==> src/rtl/scancode_event_fifo.sv <==
// PS/2 set-2 scan-code decoder (plain, E0, F0, E1 pause) feeding a valid/ready event FIFO.
// Optional typematic-repeat suppression when KEY_REPEAT_FILTER_EN is defined.
module scancode_event_fifo #(
    parameter int unsigned FIFO_DEPTH  = 4,
    parameter int unsigned MAX_CODE    = 131,
    parameter int unsigned TIMEOUT_CYC = 50000,
    parameter logic [8:0]  PAUSE_CODE  = 9'h1E1
) (
    input  logic                          clk,
    input  logic                          reset,
    input  logic                          din_new,
    input  logic [7:0]                    din,
    output logic                          ev_valid,
    input  logic                          ev_ready,
    output logic [8:0]                    ev_code,
    output logic                          ev_brk,
    output logic [$clog2(FIFO_DEPTH):0]   ev_count,
    output logic                          overflow,
    input  logic                          overflow_clr
);

    localparam int unsigned AW = $clog2(FIFO_DEPTH);
    localparam int unsigned CW = AW + 1;
    localparam int unsigned TW = $clog2(TIMEOUT_CYC + 1);

    typedef enum logic [2:0] {
        IDLE    = 3'd0,
        REL     = 3'd1,
        EXT     = 3'd2,
        EXT_REL = 3'd3,
        PAUSE   = 3'd4
    } state_t;

    state_t          state;
    logic [2:0]      pause_cnt;
    logic [TW-1:0]   timer;

    logic            is_code;
    logic            dec_vld;
    logic [8:0]      dec_code;
    logic            dec_brk;
    logic            push;

    logic            pend_vld;
    logic [8:0]      pend_code;
    logic            pend_brk;

    logic [9:0]      mem [FIFO_DEPTH];
    logic [AW-1:0]   rd_ptr;
    logic [AW-1:0]   wr_ptr;
    logic [AW-1:0]   rd_next;
    logic [CW-1:0]   cnt_after_pop;
    logic [CW-1:0]   cnt_next;
    logic            pop;
    logic            full;
    logic            wr_en;

    assign is_code = (din != 8'h00) && (32'(din) <= MAX_CODE);

    // Decode the byte arriving this cycle into a raw event
    always_comb begin
        dec_vld  = 1'b0;
        dec_code = 9'd0;
        dec_brk  = 1'b0;
        if (din_new) begin
            case (state)
                IDLE:    if (is_code) begin dec_vld = 1'b1; dec_code = {1'b0, din}; end
                REL:     if (is_code) begin dec_vld = 1'b1; dec_code = {1'b0, din}; dec_brk = 1'b1; end
                EXT:     if (is_code) begin dec_vld = 1'b1; dec_code = {1'b1, din}; end
                EXT_REL: if (is_code) begin dec_vld = 1'b1; dec_code = {1'b1, din}; dec_brk = 1'b1; end
                PAUSE:   if (pause_cnt == 3'd1) begin dec_vld = 1'b1; dec_code = PAUSE_CODE; end
                default: ;
            endcase
        end
    end

`ifdef KEY_REPEAT_FILTER_EN
    logic [511:0] key_down;

    // Pause events only occur from the PAUSE state and bypass the key map
    always_ff @(posedge clk or posedge reset) begin
        if (reset)
            key_down <= '0;
        else if (dec_vld && (state != PAUSE))
            key_down[dec_code] <= ~dec_brk;
    end

    assign push = dec_vld && !((state != PAUSE) && !dec_brk && key_down[dec_code]);
`else
    assign push = dec_vld;
`endif

    // Prefix sequencer with idle timeout
    always_ff @(posedge clk or posedge reset) begin
        if (reset) begin
            state     <= IDLE;
            pause_cnt <= 3'd0;
            timer     <= '0;
        end else begin
            case (state)
                IDLE: begin
                    timer <= '0;
                    if (din_new) begin
                        case (din)
                            8'hF0: state <= REL;
                            8'hE0: state <= EXT;
                            8'hE1: begin state <= PAUSE; pause_cnt <= 3'd7; end
                            default: ;
                        endcase
                    end
                end
                default: begin
                    if (din_new) begin
                        timer <= '0;
                        case (state)
                            EXT:     state <= (din == 8'hF0) ? EXT_REL : IDLE;
                            PAUSE: begin
                                if (pause_cnt == 3'd1) state <= IDLE;
                                pause_cnt <= pause_cnt - 3'd1;
                            end
                            default: state <= IDLE;
                        endcase
                    end else if (timer == TW'(TIMEOUT_CYC - 1)) begin
                        state <= IDLE;
                        timer <= '0;
                    end else begin
                        timer <= timer + TW'(1);
                    end
                end
            endcase
        end
    end

    // One-cycle staging register keeps din off the output path
    always_ff @(posedge clk or posedge reset) begin
        if (reset) begin
            pend_vld  <= 1'b0;
            pend_code <= 9'd0;
            pend_brk  <= 1'b0;
        end else begin
            pend_vld  <= push;
            pend_code <= dec_code;
            pend_brk  <= dec_brk;
        end
    end

    assign pop           = ev_valid & ev_ready;
    assign full          = (ev_count == CW'(FIFO_DEPTH));
    assign wr_en         = pend_vld && (!full || pop);
    assign rd_next       = pop ? rd_ptr + AW'(1) : rd_ptr;
    assign cnt_after_pop = ev_count - CW'(pop);
    assign cnt_next      = cnt_after_pop + CW'(wr_en);

    always_ff @(posedge clk) begin
        if (wr_en)
            mem[wr_ptr] <= {pend_brk, pend_code};
    end

    // Pointers, occupancy, sticky overflow and registered head
    always_ff @(posedge clk or posedge reset) begin
        if (reset) begin
            rd_ptr   <= '0;
            wr_ptr   <= '0;
            ev_count <= '0;
            ev_valid <= 1'b0;
            ev_code  <= 9'd0;
            ev_brk   <= 1'b0;
            overflow <= 1'b0;
        end else begin
            rd_ptr   <= rd_next;
            ev_count <= cnt_next;
            ev_valid <= (cnt_next != '0);
            if (wr_en)
                wr_ptr <= wr_ptr + AW'(1);
            if (cnt_after_pop != '0) begin
                ev_brk  <= mem[rd_next][9];
                ev_code <= mem[rd_next][8:0];
            end else if (wr_en) begin
                ev_brk  <= pend_brk;
                ev_code <= pend_code;
            end
            if (pend_vld && !wr_en)
                overflow <= 1'b1;
            else if (overflow_clr)
                overflow <= 1'b0;
        end
    end

endmodule

==> config.mk <==
export PLATFORM = sky130hd
export DESIGN_NAME = scancode_event_fifo
export DESIGN_NICKNAME = d
export VERILOG_FILES = /design/src/rtl/scancode_event_fifo.sv
export SDC_FILE = /design/constraint.sdc
export NUM_CORES = 1
export LEC_CHECK = 0
export ABC_CLOCK_PERIOD_IN_PS = 2200
export CAP_MARGIN = 20
export CORE_ASPECT_RATIO = 0.9
export CORE_MARGIN = 10
export CORE_UTILIZATION = 47
export DETAILED_ROUTE_END_ITERATION = 7
export GPL_TIMING_DRIVEN = 0
export HOLD_SLACK_MARGIN = 0.05
export PLACE_DENSITY = 0.68
export SLEW_MARGIN = 20
export SYNTH_ARGS = -nofsm -noshare
export SYNTH_HDL_FRONTEND = slang
export SYNTH_SLANG_ARGS = --single-unit
==> constraint.sdc <==
create_clock -name clk -period 2.2 [get_ports clk]
set_input_delay 0.44 -clock clk [delete_from_list [all_inputs] [get_ports clk]]
set_output_delay 0.44 -clock clk [all_outputs]
set_load 0.01 [all_outputs]
==> results.ini <==
[setup_path]
criticalPathCategory = register to register
cpMaxStageDelayCell = or4_1
critPathCaptureType = register
crit_buf_inv = 2
worst_ep_arrival_time_ns = 2.40
critPathMaxFanout = 10
cp_top_family = simple AND/OR/NAND/NOR gates
cp_cell_sequence = nand2_4 -> buf_4 -> clkbuf_1 -> a211oi_1 -> or4_1 -> mux2i_1
reg2reg_depth = 6
crit_path_max_incr_delay_ns = 0.56
path_depth = 6
cp.required_ns = 2.49
start_kind = register

[clock_tree]
cts_buffers = 9
path_clk_slew_ns = 0.10
cts.root.buffer_cell = clkbuf_8
htree_num_levels = 3
clock_sinks = 92
hold_buffers = 0
clockBufferDepth = 2
clock_latency_ns = 0.36
cts_tree = yes

[route]
via_per_inst = 5.90
post_drt_wl_per_cell_um = 18.6
vias = 3274
drc_errors = 0
dr.first_iter.drc_count = 279
routed_wl_um = 10300
antenna_left = 0
dr.pass1.iters = 5

[placed_design]
portBuffers = 26
dp_cells = 534
place_hpwl_um = 6910
place.gp.congestion = 0.918

[timing]
max_slew_margin = 0.528
finalMaxSlewViolations = 0
period_share = 0.959
min_period_ns = 2.11
hold_violations = 0
setup_violations = 0
max_freq_mhz = 474
worst_pin_slew_ns = 0.702
fin_skew_ns = 0.0123

[global_routing]
grt_pass1_vias = 3304
grt_max_degree = 29
grtUsageTotal = 0.154
grt-busiest-layer = met2
use_met3 = 0.0511
antenna_found_initial = 0
use_met2 = 0.244
grt_pass1_wl_um = 16700
overflow = 0
use_met1 = 0.192

[synth]
syn_avg_cell_area_um2 = 11.6
async_reset_ff_frac = 0.565
syn-cell-area_mm2 = 0.00445
ys_seq_elements = 92
yosysWarnings = 0
syn_nets = 409
ys_types = 45
synth_ff_type = dfrtp_1
synthCells = 385
seq_area_frac_synth = 0.562
synth_edf_count = 40

[worst_hold_path]
hold_path_depth = 2
hp-class = primary input to register

[finish]
final_common_cell = dfrtp_1
instances_no_fill = 555
layout-drive-gt1-share = 0.0947
antennaDiodeCount = 0
nets = 452
area_growth_pct = 16.1
most-common-layout-cells = dfrtp_1 (51), and3_1 (42), a211oi_1 (40), edfxtp_1 (40), clkdlybuf4s50_1 (25)

[job]
maxCapViolations = 0

[die]
die_y_um = 112
num_rows = 33
coreArea_mm2 = 0.00917
die_area_mm2 = 0.0138
ios = 28
start_util = 0.486
dieWidth_um = 123

[outcome]
status = complete, no violations

[power]
leakagePower_nw = 2.19
peakVddDrop_mv = 0.570
power_density_mw_per_mm2 = 1010
p_total_mw = 5.22

## path summary, 6_finish.rpt
path,start,to,slack (ns)
worst max register to register,ev_valid,ev_code[1],0.09
worst min-delay path,din_new,pend_vld,0.39
max in group asynchronous,reset,state[2],1.17
worst min register to register,timer[0],timer[0],0.48
min in group asynchronous,reset,timer[12],0.48
worst max-delay path,ev_valid,ev_code[1],0.09
## routing by layer
layer  routed length, um  part of all wire
met5                   0                 0
met3                 911             0.088
met4                 120             0.012
met1                4370              0.42
met2                4940              0.48
## registers in the layout (all words and copies together), names as in the netlist
name,flops
ev_brk,1
ev_code,9
ev_count,3
ev_valid,1
mem,40
overflow,1
pause_cnt,3
pend_brk,1
pend_code,9
pend_vld,1
rd_ptr,2
state,3
timer,16
wr_ptr,2
## cell families (layout without fill, tap and decap cells)
logic type	Yosys count	in the layout	synth area share
fa+ha+maj	11	11	0.0309
buf+inv	37	85	0.0320
compound gates	71	71	0.117
mux	20	20	0.0449
flops	92	92	0.562
simple gates	137	137	0.179
xor+xnor	17	17	0.0334
## synth_stat cells (2+ instances only)
cell type  instances  share of area
a211oi_1          40          0.067
a21o_1             7          0.012
a21oi_1            5         0.0056
and2_1             9          0.013
and3_1            42          0.059
buf_2              3         0.0034
clkbuf_1          17          0.014
dfrtp_1           52           0.29
edfxtp_1          40           0.27
ha_1              11          0.031
inv_1             15          0.013
mux2i_1           20          0.045
nand2_1           12          0.010
nand2b_1           3         0.0042
nand3_1           11          0.012
nand4_1            3         0.0042
nor2_1            19          0.016
nor3_1             7         0.0079
nor3b_1            2         0.0034
nor4_1             6         0.0084
o21a_1             4         0.0067
o21ai_0            6         0.0067
or2_2              3         0.0042
or3_1              3         0.0042
or4_1             10          0.017
xnor2_1           16          0.031
## worst reg2reg max path, stage by stage, from the launching register on
cell      delay [ns]
dfrtp_2         0.46
nand2_4         0.12
buf_4           0.14
clkbuf_1        0.45
a211oi_1        0.16
or4_1           0.56
mux2i_1         0.15
## report_power, final
group	internal [mW]	total, mW	leakage [nW]	switching (mW)
Clock	0.542	1.16	0.108	0.617
Combinational	0.845	1.78	1.04	0.937
Sequential	2.09	2.28	1.04	0.190
## through the flow
step / setup TNS, ns / setup slack [ns] / utilization / hold WS, ns / area, um2
floorplan: 0 / 0.0397 / - / 0.455 / 4460
global placement: -57.98 / -0.772 / 0.531 / 0.477 / 4870
detailed placement: -33.95 / -0.784 / 0.534 / 0.478 / 4900
CTS: 0 / 0.0552 / 0.561 / 0.363 / 5140
global route: -0.0140 / -0.0140 / 0.564 / 0.370 / 5170
finish: 0 / 0.0891 / 0.564 / 0.388 / 5170
## cell type report
cell class	instances	area, um2
Multi-Input combinational cell	256	1820
Timing Repair Buffer	32	324
Clock inverter	4	37.5
Buffer	21	98.8
Tap cell	122	153
Clock buffer	12	170
Sequential cell	92	2500
Inverter	16	60.1
Fill cell	787	4000
## what timing repair did
action | in CTS | in global routing
resized for setup | 5 | 6
setup buffers | 3 | 2
pin swaps | 1 | 1
endpoints found under the setup margin | 53 | 21
Note: power is estimated with default switching activity, not from simulation.
